[src/rtl/prn_chip_scheduler.sv]
// Shares one PRN generator datapath across NUM_CH tracking channels: initial load,
// round-robin chip stepping, per-channel chip counting and period-boundary reloads.
module prn_chip_scheduler #(
    parameter int NUM_CH   = 5,
    parameter int CODE_LEN = 10230,
    parameter int CW       = 14,
    parameter int CHW      = 3,
    parameter int WAIT_MAX = 4
) (
    input  logic              clk,
    input  logic              rst_n,
    input  logic              start,
    input  logic              abort,
    input  logic [NUM_CH-1:0] ch_en,
    input  logic [NUM_CH-1:0] ch_req,
    output logic [NUM_CH-1:0] ch_gnt,
    output logic              gen_load,
    output logic              gen_step,
    output logic [CHW-1:0]    gen_sel,
    input  logic              gen_chip,
    input  logic              gen_valid,
    output logic              chip_out,
    output logic [CHW-1:0]    chip_ch,
    output logic [CW-1:0]     chip_idx,
    output logic              chip_valid,
    output logic [NUM_CH-1:0] epoch,
    output logic              busy,
    output logic              err
);

    // state  | meaning
    // IDLE   | waiting for start
    // LOAD   | one cycle per channel index, loads enabled channels
    // ARB    | round-robin search for a requesting channel
    // STEP   | generator advances granted channel by one chip
    // WAIT   | waiting for gen_valid, bounded by WAIT_MAX cycles
    // RELOAD | period boundary, reload granted channel's state
    typedef enum logic [2:0] {
        S_IDLE, S_LOAD, S_ARB, S_STEP, S_WAIT, S_RELOAD
    } state_t;

    localparam int             TW      = $clog2(WAIT_MAX + 1);
    localparam logic [CW-1:0]  LAST    = CW'(CODE_LEN - 1);
    localparam logic [CHW-1:0] CH_LAST = CHW'(NUM_CH - 1);

    state_t          state_q, state_d;
    logic [CHW-1:0]  idx_q, idx_d;
    logic [CHW-1:0]  rr_q, rr_d;
    logic [CHW-1:0]  sel_q, sel_d;
    logic [TW-1:0]   tmr_q, tmr_d;
    logic            err_q, err_d;
    logic [CW-1:0]   cnt_q [NUM_CH];
    logic [CW-1:0]   cnt_d [NUM_CH];
    logic            chip_valid_q, chip_valid_d;
    logic            chip_out_q, chip_out_d;
    logic [CHW-1:0]  chip_ch_q, chip_ch_d;
    logic [CW-1:0]   chip_idx_q, chip_idx_d;

    logic [NUM_CH-1:0] req_v;
    logic              arb_found;
    logic [CHW-1:0]    arb_pick;
    logic [CHW-1:0]    cand;

    // Walk the candidates starting just after the last granted channel.
    always_comb begin
        req_v     = ch_en & ch_req;
        arb_found = 1'b0;
        arb_pick  = '0;
        cand      = (rr_q == CH_LAST) ? '0 : rr_q + CHW'(1);
        for (int k = 0; k < NUM_CH; k++) begin
            if (!arb_found && req_v[cand]) begin
                arb_found = 1'b1;
                arb_pick  = cand;
            end
            cand = (cand == CH_LAST) ? '0 : cand + CHW'(1);
        end
    end

    always_comb begin
        state_d      = state_q;
        idx_d        = idx_q;
        rr_d         = rr_q;
        sel_d        = sel_q;
        tmr_d        = tmr_q;
        err_d        = err_q;
        cnt_d        = cnt_q;
        chip_valid_d = 1'b0;
        chip_out_d   = chip_out_q;
        chip_ch_d    = chip_ch_q;
        chip_idx_d   = chip_idx_q;
        gen_load     = 1'b0;
        gen_step     = 1'b0;
        gen_sel      = '0;
        ch_gnt       = '0;
        epoch        = '0;

        case (state_q)
            S_IDLE: begin
                if (start) begin
                    state_d = S_LOAD;
                    idx_d   = '0;
                    err_d   = 1'b0;
                    for (int i = 0; i < NUM_CH; i++) cnt_d[i] = '0;
                end
            end
            S_LOAD: begin
                gen_sel  = idx_q;
                gen_load = ch_en[idx_q];
                if (idx_q == CH_LAST) state_d = S_ARB;
                else                  idx_d   = idx_q + CHW'(1);
            end
            S_ARB: begin
                gen_sel = sel_q;
                if (arb_found) begin
                    rr_d    = arb_pick;
                    sel_d   = arb_pick;
                    state_d = S_STEP;
                end
            end
            S_STEP: begin
                gen_sel        = sel_q;
                gen_step       = 1'b1;
                ch_gnt[sel_q]  = 1'b1;
                tmr_d          = TW'(WAIT_MAX - 1);
                state_d        = S_WAIT;
            end
            S_WAIT: begin
                gen_sel = sel_q;
                if (gen_valid) begin
                    chip_valid_d = 1'b1;
                    chip_out_d   = gen_chip;
                    chip_ch_d    = sel_q;
                    chip_idx_d   = cnt_q[sel_q];
                    if (cnt_q[sel_q] == LAST) begin
                        epoch[sel_q] = 1'b1;
                        cnt_d[sel_q] = '0;
                        state_d      = S_RELOAD;
                    end else begin
                        cnt_d[sel_q] = cnt_q[sel_q] + CW'(1);
                        state_d      = S_ARB;
                    end
                end else if (tmr_q == '0) begin
                    err_d   = 1'b1;
                    state_d = S_IDLE;
                end else begin
                    tmr_d = tmr_q - TW'(1);
                end
            end
            S_RELOAD: begin
                gen_sel  = sel_q;
                gen_load = 1'b1;
                state_d  = S_ARB;
            end
            default: state_d = S_IDLE;
        endcase

        // abort overrides everything, including a start or chip delivery this cycle
        if (abort) begin
            state_d      = S_IDLE;
            idx_d        = idx_q;
            rr_d         = rr_q;
            sel_d        = sel_q;
            tmr_d        = tmr_q;
            err_d        = err_q;
            cnt_d        = cnt_q;
            chip_valid_d = 1'b0;
            chip_out_d   = chip_out_q;
            chip_ch_d    = chip_ch_q;
            chip_idx_d   = chip_idx_q;
            epoch        = '0;
        end
    end

    always_ff @(posedge clk or negedge rst_n) begin
        if (!rst_n) begin
            state_q      <= S_IDLE;
            idx_q        <= '0;
            rr_q         <= CH_LAST;
            sel_q        <= '0;
            tmr_q        <= '0;
            err_q        <= 1'b0;
            chip_valid_q <= 1'b0;
            chip_out_q   <= 1'b0;
            chip_ch_q    <= '0;
            chip_idx_q   <= '0;
            for (int i = 0; i < NUM_CH; i++) cnt_q[i] <= '0;
        end else begin
            state_q      <= state_d;
            idx_q        <= idx_d;
            rr_q         <= rr_d;
            sel_q        <= sel_d;
            tmr_q        <= tmr_d;
            err_q        <= err_d;
            chip_valid_q <= chip_valid_d;
            chip_out_q   <= chip_out_d;
            chip_ch_q    <= chip_ch_d;
            chip_idx_q   <= chip_idx_d;
            for (int i = 0; i < NUM_CH; i++) cnt_q[i] <= cnt_d[i];
        end
    end

    assign chip_valid = chip_valid_q;
    assign chip_out   = chip_out_q;
    assign chip_ch    = chip_ch_q;
    assign chip_idx   = chip_idx_q;
    assign busy       = (state_q != S_IDLE);
    assign err        = err_q;

endmodule

[config.mk]
export PLATFORM = sky130hd
export DESIGN_NAME = prn_chip_scheduler
export DESIGN_NICKNAME = d
export VERILOG_FILES = /design/src/rtl/prn_chip_scheduler.sv
export SDC_FILE = /design/constraint.sdc
export NUM_CORES = 1
export LEC_CHECK = 0
export CORE_MARGIN = 2
export CORE_UTILIZATION = 45
export CTS_BUF_LIST = sky130_fd_sc_hd__clkbuf_4 sky130_fd_sc_hd__clkbuf_8
export DETAILED_ROUTE_END_ITERATION = 16
export PLACE_DENSITY_LB_ADDON = 0.12
export REMOVE_ABC_BUFFERS = 1
export SETUP_SLACK_MARGIN = 0.3
export SLEW_MARGIN = 20
export SYNTH_ARGS = -nofsm -noshare
export SYNTH_HDL_FRONTEND = slang
export SYNTH_SLANG_ARGS = --single-unit
export TNS_END_PERCENT = 1
[constraint.sdc]
create_clock -name clk -period 4.6 [get_ports clk]
set_input_delay 0.92 -clock clk [delete_from_list [all_inputs] [get_ports clk]]
set_output_delay 0.92 -clock clk [all_outputs]
set_load 0.05 [all_outputs]
==> results.cfg, run 1 <==
[drt]
vias = 5188
ant_nets = 0
firstDrtPassIters = 5
drc_errors = 0
avgRoutedWirePerCell_um = 19.1
via_per_inst = 6.00
wl_mm = 16.5
drt_iter0_drc = 521

[clock_network]
cts_tree = yes
clk_path_buf_depth = 2
cts_buffers = 9
cts_hold_buf = 0
clk_latency_ps = 390
cts.sinks = 103
clk_pin_slew_ps = 100
root_buffer = clkbuf_8
h-tree-depth = 3

[synthesis]
synth_area_um2 = 6010
synth_most_common_cell = dfrtp_1
synth-seq-cells = 103
yosys-top-cells-area = dfrtp_1 (43%), a22o_1 (8.6%), o21ai_0 (4.7%), nand2_1 (4.6%), nor2_1 (3.1%)
synth.avg_cell_area_um2 = 9.58
ys_async_sr_fraction_pct = 100
ys_seq_area_share_pct = 42.9
netlist_instances = 627
synthAdderAreaFrac_pct = 2.92
synth_ff_type = dfrtp_1
synthTopCellsByCount = dfrtp_1 (102), nand2_1 (74), a22o_1 (59)
synth_area_leader_cell = dfrtp_1
synth_top_family_by_area = compound AO/OA/AOI/OAI gates
synth_xor_area_share_pct = 2.17
synth-compound-area-share_pct = 24.5
yosysWarnings = 0
synth_top_area_share_pct = 42.5
ys_types = 77
synth.mux.area_fraction_pct = 7.02
synth_simple_gate_area_share_pct = 16.2
synth_edf_count = 0

[placed_design]
post-place-cells = 847
io_buffers = 51
dp_hpwl_mm = 11.4
gp_congestion = 0.910

[final_layout]
drive_gt1_share_pct = 14.0
syn_to_final_growth_pct = 18.4
antennaDiodeCount = 0
num-nets-final = 714
finalCoreUtilization_pct = 54.1
stdcell_count = 864

[job]
cap_violations = 0

[timing]
final-hold-violation-count = 0
fin_worst_skew_ps = 12.5
worstMarginPinSlew_ps = 971
maxSlewHeadroom_pct = 35.0
clock.fmax_mhz = 244
finalMaxSlewViolations = 0
holdWs_ps = 482
setup_viol = 0
rsz0062_at_grt = yes
min_period_ps = 4090
period_share_pct = 89.0
finalSetupTns_ps = 0

[floorplanning]
die_h_um = 120
die_area_um2 = 14300
dieWidth_um = 120
fp-row-count = 42
core_area_um2 = 13100
io_pins = 52
start_util_pct = 45.7

[critical_path]
reg2reg_depth = 15
start_kind = flop
timing.rr.start = rr_q[0]$_DFFE_PN0P_
critPathKind = reg -> reg
worstPathRequired_ps = 4880
crit_fanout = 23
reg2reg_to = rr_q[1]$_DFFE_PN0P_
crit_path_end_kind = flop
rrSetupSlack_ps = 510
critical_path_arrival_ps = 4370

[min_path]
whs_endpoint = chip_idx[5]$_DFFE_PN0P_
hold_depth = 2
hold_start = chip_idx[5]$_DFFE_PN0P_
hp-class = reg -> reg

[power]
cellPowerDensity_nw_per_um2 = 584
p_clk_share_pct = 15.7
p_leak_uw = 0.00305
p_sw_share_pct = 44.5
intPower_uw = 2310
power_switching_uw = 1850
vdd_ir_drop_max_mv = 0.380
pwr-share-seq_pct = 24.9
p_total_uw = 4160
combPwrFrac_pct = 59.4

[grt]
antenna_found_initial = 0
grt.total_usage_pct = 24.2
grt_max_degree = 69
grt_pass1_wl_mm = 27.2
grt_overflow = 0
grt_pass1_vias = 5067

[status]
status = completed
## registers in the layout (all words and copies together) (netlist names)
name,count
idx_q,3
chip_valid,1
chip_out,1
chip_ch,3
state_q,3
tmr_q,3
err,1
rr_q,3
cnt_q,70
chip_idx,14
sel_q,1
## layer usage
| layer | routed length (µm) | vias to the layer above | track usage (%) |
|---|---|---|---|
| met1 | 7990 | 2568 | 37.3 |
| met5 | 0 | - | 0 |
| met4 | 205 | 0 | 6.40 |
| li1 | - | 2403 | - |
| met3 | 1130 | 14 | 3.66 |
| met2 | 7140 | 203 | 35.4 |
## power groups by stage
stage	combinational [µW]	clock (µW)	sequential (µW)
2_1_floorplan	1650	0	1140
3_3_place_gp	2360	0	1050
3_5_place_dp	2370	0	1050
4_1_cts	2380	655	1030
5_1_grt	2660	690	1050
6_report	2470	651	1040
## critical path, cell delays in order (launching register included)
cell and delay (ps):
dfrtp_1 410, buf_4 230, ha_1 240, buf_4 180
o21ai_2 140, a22oi_2 80, ha_1 250, or2_2 310
a2111oi_2 330, a311o_2 240, mux2_4 350, o32a_4 420
mux2_4 310, nor3_1 140, o22ai_1 90, mux2_4 260
## worst max-delay path by stage
stage / from / cells after the start / slack [ps] / end
floorplan: rr_q[1]$_DFFE_PN0P_ / 16 / -830 / rr_q[1]$_DFFE_PN0P_
global placement: rr_q[1]$_DFFE_PN0P_ / 16 / 490 / rr_q[1]$_DFFE_PN0P_
detailed placement: rr_q[1]$_DFFE_PN0P_ / 16 / 430 / rr_q[1]$_DFFE_PN0P_
CTS: rr_q[1]$_DFFE_PN0P_ / 10 / 320 / epoch[1]
global route: rr_q[1]$_DFFE_PN0P_ / 13 / 290 / epoch[4]
finish: rr_q[0]$_DFFE_PN0P_ / 15 / 510 / rr_q[1]$_DFFE_PN0P_
## kinds of logic after synthesis
family / Yosys count
simple gates: 205
compound gates: 195
flops: 103
buf+inv: 63
mux: 33
xor+xnor: 14
fa+ha+maj: 14
## cell usage in the layout (no fill, tap or decap), types with 4 or more instances in the layout
cell / n
mux4_2: 5
and2_1: 7
clkbuf_8: 10
a31oi_1: 9
ha_1: 12
a21oi_1: 13
nor3b_1: 4
nor2b_1: 4
clkdlybuf4s50_1: 45
mux2_4: 4
or3_1: 6
dfrtp_1: 102
a22oi_1: 6
inv_1: 27
a21o_1: 4
nand3b_1: 5
mux2_2: 6
o22ai_1: 4
mux2i_1: 17
buf_12: 5
o21ai_0: 56
xor2_1: 5
nor3_1: 18
buf_4: 28
nand2_1: 74
nor2_1: 49
a22o_1: 59
nand2b_1: 6
nand3_1: 11
xnor2_1: 8
## cell type report
type / count / area, µm²
Clock buffer: 12 / 153
Clock inverter: 3 / 67.6
Fill cell: 1227 / 6020
Inverter: 30 / 113
Multi-Input combinational cell: 461 / 3210
Sequential cell: 103 / 2580
Tap cell: 176 / 220
Timing Repair Buffer: 79 / 776
## through the flow
stage | instance area [µm²] | setup WS, ps
floorplan | 5860 | -832
global placement | 6830 | 488
detailed placement | 6830 | 433
CTS | 7050 | 317
global route | 7110 | 285
finish | 7110 | 506
## what timing repair did
action / 4_1_cts / 5_1_grt
resized for setup: 0 / 10
endpoints found under the setup margin: 0 / 10
setup buffers: 0 / 2
Note: power is estimated with default switching activity, not from simulation.
==> run 2: changes to the inputs <==
--- a/config.mk
+++ b/config.mk
@@ -5,12 +5,11 @@
 export SDC_FILE = /design/constraint.sdc
 export NUM_CORES = 1
 export LEC_CHECK = 0
-export CORE_MARGIN = 2
+export CORE_MARGIN = 8
 export CORE_UTILIZATION = 45
 export CTS_BUF_LIST = sky130_fd_sc_hd__clkbuf_4 sky130_fd_sc_hd__clkbuf_8
 export DETAILED_ROUTE_END_ITERATION = 16
 export PLACE_DENSITY_LB_ADDON = 0.12
-export REMOVE_ABC_BUFFERS = 1
 export SETUP_SLACK_MARGIN = 0.3
 export SLEW_MARGIN = 20
 export SYNTH_ARGS = -nofsm -noshare
==> results.cfg, run 2 (synthesis results as in run 1) <==
[final_layout]
final_common_cell = dfrtp_1
final_cell_mix = dfrtp_1 (101), nand2_1 (74), a22o_1 (59)
largest_reg_flops = 70
fillers = 1218
num-nets-final = 713
register_area_um2 = 2580
drive_gt1_share_pct = 14.5
antennaDiodeCount = 0
multiInputGateArea_um2 = 3210
regMostFlops = cnt_q
stdcell_count = 864
syn_to_final_growth_pct = 18.1

[critical_path]
cp.buffers_inverters = 1
cp.depth = 16
cpPeakStageDelay_ps = 430
critical_path_arrival_ps = 4400
critPathKind = reg -> reg
crit_path_cell_trace = clkinv_2 > ha_4 > a21o_4 > ha_2 > o21ai_1 > a22oi_2 > ha_2 > or2_2 > a2111oi_2 > a311o_2 > mux2_4 > o32a_4 > mux2_4 > nor3_1 > o22ai_1 > mux2_4
reg2reg_depth = 16
timing.rr.start = rr_q[1]$_DFFE_PN0P_
cp_slowest_cell = o32a_4
cp_top_family = compound AO/OA/AOI/OAI gates
worstPathRequired_ps = 4870
start_kind = flop
crit_path_end_kind = flop
cp_common_cell = mux2_4
crit_fanout = 8
startpoint = rr_q[1]$_DFFE_PN0P_

[power]
p_leak_uw = 0.00303
cellPowerDensity_nw_per_um2 = 573
vdd_ir_drop_max_mv = 0.566

[timing]
setup_viol = 0
maxSlewHeadroom_pct = 29.2
clock.fmax_mhz = 243
final-hold-violation-count = 0
worstMarginPinSlew_ps = 1060
finalSetupTns_ps = 0
fin_worst_skew_ps = 13.7
rsz0062_at_grt = yes
min_period_ps = 4120
finalMaxSlewViolations = 0
period_share_pct = 89.6

[placed_design]
post-place-cells = 845
io_buffers = 51
gp_congestion = 0.937
dp_hpwl_mm = 11.8

[grt]
grt_max_degree = 69
grt_pass1_vias = 5202
grt_pass1_wl_mm = 26.9
grt_overflow = 0
antenna_found_initial = 0
grt.total_usage_pct = 19.0

[clock_network]
clk_pin_slew_ps = 100
h-tree-depth = 3
cts_tree = yes
cts_buffers = 9
clk_path_buf_depth = 2
cts.sinks = 103
root_buffer = clkbuf_8
clk_latency_ps = 380

[drt]
drt_iter0_drc = 435
ant_nets = 0
vias = 5128
firstDrtPassIters = 5
wl_mm = 16.4
via_per_inst = 5.94
avgRoutedWirePerCell_um = 19.0
drc_errors = 0

[min_path]
hold_start = chip_idx[11]$_DFFE_PN0P_
hold_depth = 2
hp-class = reg -> reg

[status]
status = completed

[synthesis]
synth_fp_nets = 657

[job]
cap_violations = 0

[floorplanning]
die_area_um2 = 17300
dieWidth_um = 132
die_h_um = 132
start_util_pct = 45.7
fp-row-count = 42
io_pins = 52
core_area_um2 = 13100
==> run 2: report_power, final <==
part	internal [µW]	total, µW	switching (µW)
clock	220	550	330
sequential	958	1030	70.4
combinational	1040	2490	1450
==> run 2: area by class of cell <==
cell class                      count  area share (%)
Timing Repair Buffer               78            11.0
Clock inverter                      6           0.723
Sequential cell                   103            36.4
Tap cell                          176            3.10
Inverter                           30            1.60
Multi-Input combinational cell    461            45.3
Clock buffer                       10            1.94
==> run 2: worst register-to-register path, delay by kind of cell, from the launching register on <==
kind                       cells  cell delay, ps
AOI/OAI and AO/OA              7            1540
muxes                          3             910
adders and majority gates      3             610
and+or+nand+nor                2             440
DFF                            1             420
buffers and inverters          1             100
==> run 2: repair_timing <==
| action | CTS | global route |
|---|---|---|
| gates cloned | 0 | 0 |
| endpoints found under the setup margin | 5 | 10 |
| buffers inserted | 0 | 3 |
| pin swaps | 1 | 2 |
| hold buffers | 0 | 0 |
| gates resized for setup | 2 | 9 |
==> run 2: path summary, 6_finish.rpt <==
check	endpoint	slack, ps
max	rr_q[1]$_DFFE_PN0P_	480
min	chip_idx[11]$_DFFE_PN0P_	490
max reg2reg	rr_q[1]$_DFFE_PN0P_	480
min reg2reg	chip_idx[11]$_DFFE_PN0P_	490
max in group asynchronous	chip_idx[4]$_DFFE_PN0P_	2980
min in group asynchronous	cnt_q[63]$_DFFE_PN0P_	630
==> run 2: metal layers <==
layer	global-route usage [%]	vias up	share of wire [%]
met5	0	-	0
met4	6.70	0	1.8
met3	4.69	27	6.4
met2	31.2	183	48
met1	24.0	2508	43
li1	-	2410	-
==> run 2: metrics by stage <==
| stage | instance area [µm²] | setup slack (ps) | utilization, % | total power, µW | hold WS, ps |
|---|---|---|---|---|---|
| 2_1_floorplan | 6040 | 340 | - | 2880 | 445 |
| 3_3_place_gp | 6840 | 378 | 52.0 | 3400 | 458 |
| 3_5_place_dp | 6840 | 271 | 52.0 | 3430 | 470 |
| 4_1_cts | 7040 | 284 | 53.6 | 4000 | 492 |
| 5_1_grt | 7090 | 252 | 54.0 | 4340 | 515 |
| 6_report | 7090 | 477 | 54.0 | 4070 | 485 |
==> run 3: changes to the inputs <==
--- a/config.mk
+++ b/config.mk
@@ -9,6 +9,7 @@
 export CORE_UTILIZATION = 45
 export CTS_BUF_LIST = sky130_fd_sc_hd__clkbuf_4 sky130_fd_sc_hd__clkbuf_8
 export DETAILED_ROUTE_END_ITERATION = 16
+export DONT_BUFFER_PORTS = 1
 export PLACE_DENSITY_LB_ADDON = 0.12
 export SETUP_SLACK_MARGIN = 0.3
 export SLEW_MARGIN = 20
==> results.cfg, run 3 (synthesis results as in run 1) <==
[floorplanning]
die_area_um2 = 17300
fp-row-count = 42
dieWidth_um = 132
die_h_um = 132
start_util_pct = 45.7
core_area_um2 = 13100
io_pins = 52

[grt]
grt_pass1_vias = 5030
grt_max_degree = 104
grt_overflow = 0
grt_pass1_wl_mm = 27.2
grt.total_usage_pct = 19.2
antenna_found_initial = 0

[timing]
rsz0062_at_grt = no
maxSlewHeadroom_pct = 24.3
fin_worst_skew_ps = 17.1
finalSetupTns_ps = 0
setup_viol = 0
final-hold-violation-count = 0
finalMaxSlewViolations = 0
period_share_pct = 89.7
worstMarginPinSlew_ps = 1130
clock.fmax_mhz = 242
min_period_ps = 4120

[final_layout]
regMostFlops = cnt_q
num-nets-final = 664
finalCoreUtilization_pct = 49.8
final_cell_mix = dfrtp_1 (100), nand2_1 (74), a22o_1 (59)
final_common_cell = dfrtp_1
syn_to_final_growth_pct = 8.90
drive_gt1_share_pct = 15.0
fillers = 1270
antennaDiodeCount = 0
largest_reg_flops = 70

[clock_network]
h-tree-depth = 3
cts_buffers = 9
root_buffer = clkbuf_8
clk_pin_slew_ps = 110
cts.sinks = 103
cts_tree = yes
clk_latency_ps = 370
clk_path_buf_depth = 2

[drt]
firstDrtPassIters = 6
drc_errors = 0
ant_nets = 0
drt_iter0_drc = 363
via_per_inst = 6.11
wl_mm = 16.6
avgRoutedWirePerCell_um = 20.4
vias = 4983

[status]
status = completed

[power]
cellPowerDensity_nw_per_um2 = 605
vdd_ir_drop_max_mv = 0.506
p_leak_uw = 0.00282

[critical_path]
crit_path_cell_trace = clkinv_2 > ha_4 > a21o_1 > ha_2 > o21ai_1 > a22oi_2 > ha_2 > or2_2 > a2111oi_2 > a311o_2 > mux2_4 > o32a_4 > mux2_4 > nor3_1 > o22ai_1 > mux2_4
reg2reg_depth = 16
cp_slowest_cell = o32a_4
cpPeakStageDelay_ps = 420
critical_path_arrival_ps = 4380
critPathKind = reg -> reg
crit_fanout = 8
start_kind = flop
crit_path_end_kind = flop
cp_common_cell = mux2_4
worstPathRequired_ps = 4860

[min_path]
hp-class = in -> async

[placed_design]
gp_congestion = 0.898
dp_hpwl_mm = 11.6
io_buffers = 0

[job]
cap_violations = 0

[synthesis]
synth_fp_nets = 657
==> run 3: stage by stage <==
step | power (µW) | area (µm²) | cells | setup WS, ps | hold slack, ps
CTS | 3910 | 6500 | 811 | 382 | 218
global placement | 3340 | 6310 | 795 | 505 | 462
finish | 3960 | 6540 | 815 | 476 | 227
floorplan | 2880 | 6040 | 627 | 340 | 445
global route | 4210 | 6540 | 815 | 294 | 197
detailed placement | 3370 | 6310 | 795 | 474 | 467
==> run 3: path summary, 6_finish.rpt <==
check,from,to,slack (ps)
worst max-delay path,rr_q[1]$_DFFE_PN0P_,rr_q[1]$_DFFE_PN0P_,480
worst min-delay path,rst_n,cnt_q[62]$_DFFE_PN0P_,230
worst max register to register,rr_q[1]$_DFFE_PN0P_,rr_q[1]$_DFFE_PN0P_,480
worst min register to register,cnt_q[41]$_DFFE_PN0P_,cnt_q[41]$_DFFE_PN0P_,490
max in group asynchronous,rst_n,rr_q[2]$_DFFE_PN1P_,4070
min in group clk,cnt_q[41]$_DFFE_PN0P_,cnt_q[41]$_DFFE_PN0P_,490
==> run 3: area by class of cell <==
class                   instances  area [µm²]  area share (%)
flip-flops and latches        103        2580            39.5
inverters                      30         114            1.74
multi-input cells             461        3210            49.1
clock inverters                 5        41.3           0.631
clock buffers                  11         145            2.22
well taps                     176         220            3.37
repair buffers                 29         225            3.44
==> run 3: worst max-delay path: cells and delay by family (launching register included) <==
kind	cells	cell delay (ps)
DFF	1	400
AOI/OAI and AO/OA	7	1550
and+or+nand+nor	2	450
buffers and inverters	1	90
muxes	3	900
adders and majority gates	3	620
==> run 3: timing repair <==
item	in CTS	in global routing
pin swaps	0	0
buffers inserted	0	4
gates resized for setup	2	1
hold endpoints to repair	0	0
hold buffers	0	0
endpoints found under the setup margin	1	6
==> run 3: power by group <==
part	switching (µW)	leakage [µW]	internal (µW)
Combinational	1380	0.00134	956
Clock	318	0.0000896	222
Sequential	122	0.00140	957
==> run 3: per-layer routing <==
| metal | wire length, µm | global-route usage (%) | up-vias |
|---|---|---|---|
| li1 | - | - | 2313 |
| met1 | 7210 | 24.4 | 2488 |
| met2 | 8080 | 31.9 | 160 |
| met3 | 1070 | 4.61 | 22 |
| met4 | 228 | 5.42 | 0 |
| met5 | 0 | 0 | - |
